[config.mk]
export PLATFORM = sky130hd
export DESIGN_NAME = hazard_unit
export DESIGN_NICKNAME = d
export VERILOG_FILES = /design/src/rtl/hazard_unit.sv
export SDC_FILE = /design/constraint.sdc
export NUM_CORES = 1
export LEC_CHECK = 0
export BUFFER_PORTS_ARGS = -buffer_cell sky130_fd_sc_hd__buf_2
export CORE_MARGIN = 3
export CORE_UTILIZATION = 56
export DETAILED_ROUTE_END_ITERATION = 8
export GPL_ROUTABILITY_DRIVEN = 0
export HOLD_SLACK_MARGIN = 0.15
export PLACE_DENSITY = 0.81
export SYNTH_ARGS = -nofsm -noshare
export SYNTH_HDL_FRONTEND = slang
export SYNTH_SLANG_ARGS = --single-unit
export TNS_END_PERCENT = 5
[constraint.sdc]
create_clock -name clk -period 3.4 [get_ports clk]
set_input_delay 0.34 -clock clk [delete_from_list [all_inputs] [get_ports clk]]
set_output_delay 0.34 -clock clk [all_outputs]
set_load 0.05 [all_outputs]
[src/rtl/hazard_unit.sv]
// Load-use hazard detector with branch flush; stalls the front end for STALL_CYCLES cycles per load-use hit.
// Control outputs are combinational from state and same-cycle inputs; the stall/flush counters update at the clock edge.
module hazard_unit #(
    parameter int unsigned STALL_CYCLES = 1
) (
    input  logic        clk,
    input  logic        rst,
    input  logic [2:0]  ID_RF_r1,
    input  logic [2:0]  ID_RF_r2,
    input  logic        ID_uses_r1,
    input  logic        ID_uses_r2,
    input  logic        PR2_MEM_read,
    input  logic        PR2_RF_write_en,
    input  logic [2:0]  PR2_RF_dst,
    input  logic        EX_branch_taken,
    output logic        PC_write_en,
    output logic        PR1_write_en,
    output logic        PR1_flush,
    output logic        PR2_bubble,
    output logic [15:0] stall_count,
    output logic [15:0] flush_count
);

    localparam logic [0:0] RUN   = 1'b0;
    localparam logic [0:0] STALL = 1'b1;
    localparam logic [2:0] STALL_LOAD = 3'(STALL_CYCLES - 1);

    logic [0:0]  state_q, state_d;
    logic [2:0]  cnt_q, cnt_d;
    logic [15:0] stall_count_q, stall_count_d;
    logic [15:0] flush_count_q, flush_count_d;
    logic        hazard;

    assign hazard = PR2_MEM_read & PR2_RF_write_en &
                    ((ID_uses_r1 & (ID_RF_r1 == PR2_RF_dst)) |
                     (ID_uses_r2 & (ID_RF_r2 == PR2_RF_dst)));

    always_comb begin
        state_d      = state_q;
        cnt_d        = cnt_q;
        PC_write_en  = 1'b1;
        PR1_write_en = 1'b1;
        PR1_flush    = 1'b0;
        PR2_bubble   = 1'b0;
        if (!rst) begin
            // Hold the pipeline frozen and empty while in reset.
            PC_write_en  = 1'b0;
            PR1_write_en = 1'b0;
            PR1_flush    = 1'b1;
            PR2_bubble   = 1'b1;
        end else if (EX_branch_taken) begin
            PR1_flush  = 1'b1;
            PR2_bubble = 1'b1;
            state_d    = RUN;
            cnt_d      = 3'd0;
        end else if (state_q == STALL) begin
            PC_write_en  = 1'b0;
            PR1_write_en = 1'b0;
            PR2_bubble   = 1'b1;
            cnt_d        = cnt_q - 3'd1;
            if (cnt_q == 3'd1) begin
                state_d = RUN;
            end
        end else if (hazard) begin
            PC_write_en  = 1'b0;
            PR1_write_en = 1'b0;
            PR2_bubble   = 1'b1;
            // A single-cycle stall is fully covered by this RUN cycle.
            if (STALL_CYCLES > 1) begin
                state_d = STALL;
                cnt_d   = STALL_LOAD;
            end
        end
    end

    always_comb begin
        stall_count_d = stall_count_q;
        flush_count_d = flush_count_q;
        if (!PC_write_en && (stall_count_q != 16'hFFFF)) begin
            stall_count_d = stall_count_q + 16'd1;
        end
        if (PR1_flush && (flush_count_q != 16'hFFFF)) begin
            flush_count_d = flush_count_q + 16'd1;
        end
    end

    always_ff @(posedge clk or negedge rst) begin
        if (!rst) begin
            state_q       <= RUN;
            cnt_q         <= 3'd0;
            stall_count_q <= 16'd0;
            flush_count_q <= 16'd0;
        end else begin
            state_q       <= state_d;
            cnt_q         <= cnt_d;
            stall_count_q <= stall_count_d;
            flush_count_q <= flush_count_d;
        end
    end

    assign stall_count = stall_count_q;
    assign flush_count = flush_count_q;

endmodule
# [After elaboration in Yosys (flattened, before gate mapping)]
# Cells that the tools add are included.
[op_classes] addsub=3 n_eq_ne=5 mux=15 bitwise=5 n_reduce_logical=5
[op_table] cell="16-bit by 1-bit adder with 16-bit output (second input constant)" count=2
[op_table] cell="16-bit inequality test (second input constant)" count=2
[op_table] cell="1-bit 2-to-1 mux" count=13
[op_table] cell="3-bit == test" count=2
[op_table] cell="3-bit 2-to-1 mux" count=2
[op_table] cell="1-bit AND" count=4
[op_table] cell="3-bit by 1-bit == test with 1-bit output (second input constant)" count=1
[op_table] cell="3-bit by 1-bit subtractor with 3-bit output (second input constant)" count=1
[op_table] cell="1-bit logical AND" count=2
[op_table] cell="2-bit AND reduction" count=1
[op_table] cell="2-bit nonzero test" count=1
[op_table] cell="1-bit logical NOT" count=1
[op_table] cell="1-bit bitwise OR" count=1
[word_totals] regBits=36 input_bits=16 output_inout_bits=36 wordCells=37

# [Depth between registers and ports, before layout]
[logic_depth] word_depth=10 depth_mapped=6 depth_no_buf=6

# [Worst setup path before layout]
# Ideal clock, no wire load.
[synth_timing] path_type="register to register" from="reg stall_count_q[0] (netlist: stall_count[0])" to="reg stall_count_q[1] (netlist: stall_count[1])" setup_time_ns=0.125 arrival_ns=2.198 required_time_ns=3.275 path_slack_ns=1.077 path_stages_with_launch=7 path_buffers=0 synth_period_minus_slack_ns=2.323 path_cell_list="dfrtp_1 > ha_1 > nand3_1 > or4_4 > nor2_8 > or2_4 > mux2_4"
[synth_between] elab_chain_cells=2 elab_cells_between_ends=3 cone_classes="1 x add/sub; 1 x eq/ne; 1 x reduce/logical"
[synth_rtl] item="from (decl)" line="30" text="logic [15:0] stall_count_q, stall_count_d;"
[synth_rtl] item="from (signal assigned)" line="96" text="stall_count_q <= stall_count_d;"
[synth_rtl] item="branches (longest 2 deep; another with 16-bit by 1-bit adder with 16-bit output)"
# Several ways; the timed one is not identified.
# A chain may end at the register's enable or synchronous reset.

# [Final worst setup path]
[layout_timing] from="in rst" to="out PR2_bubble"
[layout_between] elab_chain_cells=1
[layout_rtl] item="from (decl)" line="7" text="input logic rst,"
[layout_rtl] item="1-bit 2-to-1 mux" line="45" text="if (!rst) begin"
[layout_rtl] item="to (decl)" line="19" text="output logic PR2_bubble,"
# Every way passes these cells.

==> qor.txt <==
footprint of the multi-input gates: 968 sq um
post-synth top area share: 0.472
XOR/XNOR Fraction of Synth Area: 0.161
area of the mapped netlist: 0.00191 sq mm
adder and majority cell fraction of the synthesized area: 0.0262
Synth Area in Compound Gates: 0.0531
storage element area: 901 sq um
clock buffer count from CTS: 5
layout cell share with drive strength beyond 1: 0.312
endpoint class of the critical path: output pin
Final nets: 251
Die X-Extent: 64.4 microns
GR Util All Layers: 0.219
Max Cap Violations: 0
Synth Warn #: 0
WL per Instance: 14.5 microns
Yosys reg bits: 36
final period demand of the worst path: 2670 ps
CTS tree: built
Final period util: 0.786
crit path kind: input port to output pin
I/O Buffers: 51
hpwl dp: 3.02 mm
Clk Latency, worst-skew pair: 340 ps
post-synthesis mux area share: 0.0256
Final setup violation count: 0
# clock sinks: 36
H-tree levels: 2
largest family of logic cells by synthesized area: simple AND/OR/NAND/NOR gates
Reg clk slew, reported paths: 100 ps
vias: 1521
global-route wire length before repair: 6.83 mm
Hold Crit Class: input port to flip-flop
WP data arrival: 2330 ps
Critical Path RT: 3060 ps
final hold violation count: 0
RSZ-0062 raised after global routing: no
ANT cells: 0
largest net degree at the start of global routing: 43
Longest Clk Path Bufs: 2
Place WS: 1090 ps
root buf cell: clkbuf_4
initial core utilization: 0.605
placed cells: 267
Cell Rows: 20
Routed Antenna Nets: 0
mean number of vias per cell: 5.53
Seq/Total Area, Yosys: 0.472
sum of negative setup slack: 0 ps
initial DRC count: 78
Max IR drop VDD: 890 uV
slew margin rel.: 0.387
Least-Margin Pin Slew: 916 ps
die extent in y: 64.4 microns
top cells by area, synth: dfrtp_1 47%, xor2_1 8.7%, xnor2_1 7.3%
drt drc: 0
Leak: 0.00109 uW
die area: 0.00414 sq mm
synthesized area per cell: 11.0 sq um
Non-Filler Instances: 275
FILL cells: 248
worst hold slack: 259 ps
Crit Path Max Fanout: 42
final wirelength: 3.99 mm
FMAX: 374 MHz
io pins: 52
simple-gate area share of the yosys netlist: 0.242
initial antenna violation count: 0
Pre-Repair DR Iteration Count: 4
grt total ovfl: 0
CP Launch Type: input port
Synth Net Count: 194
Cell variety after synth: 36
PwrDens: 688 mW/mm^2
total power: 1550 uW
number of global-route vias before repair: 1490
clock skew: 5.58 ps
Core Footprint: 0.00315 sq mm
Area growth syn-to-layout: 18.4%
post-route setup slack: 727 ps
status: finished, final reports clean
Slew Limit Fails: 0
leading area contributor after synthesis: dfrtp_1
Mapped Cells: 174
[path summary, 6_finish.rpt]
check	startpoint	to	slack (ps)	cells after the start
setup / recovery	rst	PR2_bubble	730	6
hold / removal	EX_branch_taken	cnt_q[0]	260	2
setup reg to reg	stall_count[0]	stall_count[1]	1250	6
hold reg to reg	flush_count[8]	flush_count[8]	510	1
max in group asynchronous	rst	stall_count[0]	2460	3
min in group asynchronous	rst	flush_count[3]	600	3
[Yosys cell counts (all sizes together)]
cell,number
o22ai,2
nand4b,1
and2,3
mux2,4
nand3,13
o31ai,1
and3,3
and4,6
o21ai,2
a21boi,1
xnor2,16
o21a,1
nand2,17
ha,4
nor2,4
inv,4
nand2b,3
or4,2
nor3b,2
o41ai,1
nor3,9
xor2,19
nor4,5
a21oi,5
nand4,6
dfrtp,36
or2,1
buf,3
[area by class of cell]
class	count	area share
tap	44	0.0244
sequential	36	0.399
clock buffer	6	0.0183
timing repair buffer	53	0.121
multi-input combinational	131	0.429
inverter	4	0.00665
clock inverter	1	0.00222
[timing repair]
| item | CTS | global route |
|---|---|---|
| hold buffers | 1 | 0 |
| endpoints found under the hold margin | 36 | 0 |
| buffers inserted | 0 | 0 |
| gates resized for setup | 0 | 0 |
[registers in the layout (all words and copies together) (netlist names)]
signal       cells
cnt_q            3
stall_count     16
state_q          1
flush_count     16
[stage by stage]
step	instance area, sq um	utilization
after CTS	2260	0.716
after detailed placement	2200	0.698
final	2260	0.716
after floorplan	1910	-
after global routing	2260	0.716
after global placement	2200	0.698
[cell families after synthesis]
kind of cell / after synthesis
multiplexers: 4
AND/OR/NAND/NOR: 75
buffers and inverters: 7
XOR/XNOR: 35
adder cells (fa/ha/maj): 4
flip-flops: 36
AO/OA/AOI/OAI: 13
[worst max-delay path, cell delays in order]
cell and delay (ps):
dlygate4sd3_1 520, buf_2 110, buf_4 420, nand2b_1 240
or4_1 460, buf_2 230
[routing by layer]
metal	track usage	wire length [microns]	vias to the layer above
met3	0.0580	214	11
met4	0.132	125	0
met1	0.262	1660	741
met2	0.351	1980	45
met5	0	0	-
li1	-	-	724
[layout by cell type (no fill, tap or decap), types with 2 or more instances in the layout]
cell      synthesis  final
nor4_1            3      3
o22ai_1           2      2
and3_1            3      3
nor3_1            8      8
nand3_1          13     13
dfrtp_1          36     36
buf_2             1     51
and4_1            6      6
ha_1              4      4
nand2b_1          3      3
nor2_1            3      3
mux2_2            3      3
inv_1             4      4
clkbuf_4          0      5
nor4_2            2      2
o21ai_0           2      2
nor3b_2           2      2
xor2_1           19     19
nand2_1          17     17
xnor2_1          16     16
and2_1            3      3
a21oi_1           4      4
nand4_1           6      6
[power by group]
group,internal (uW),total (uW),leakage [uW],switching [uW]
Sequential,525,657,0.000465,132
Combinational,190,683,0.000597,494
Clock,76.1,213,0.0000281,137
Total,791,1550,0.00109,763
(Power assumes the default switching activity.)
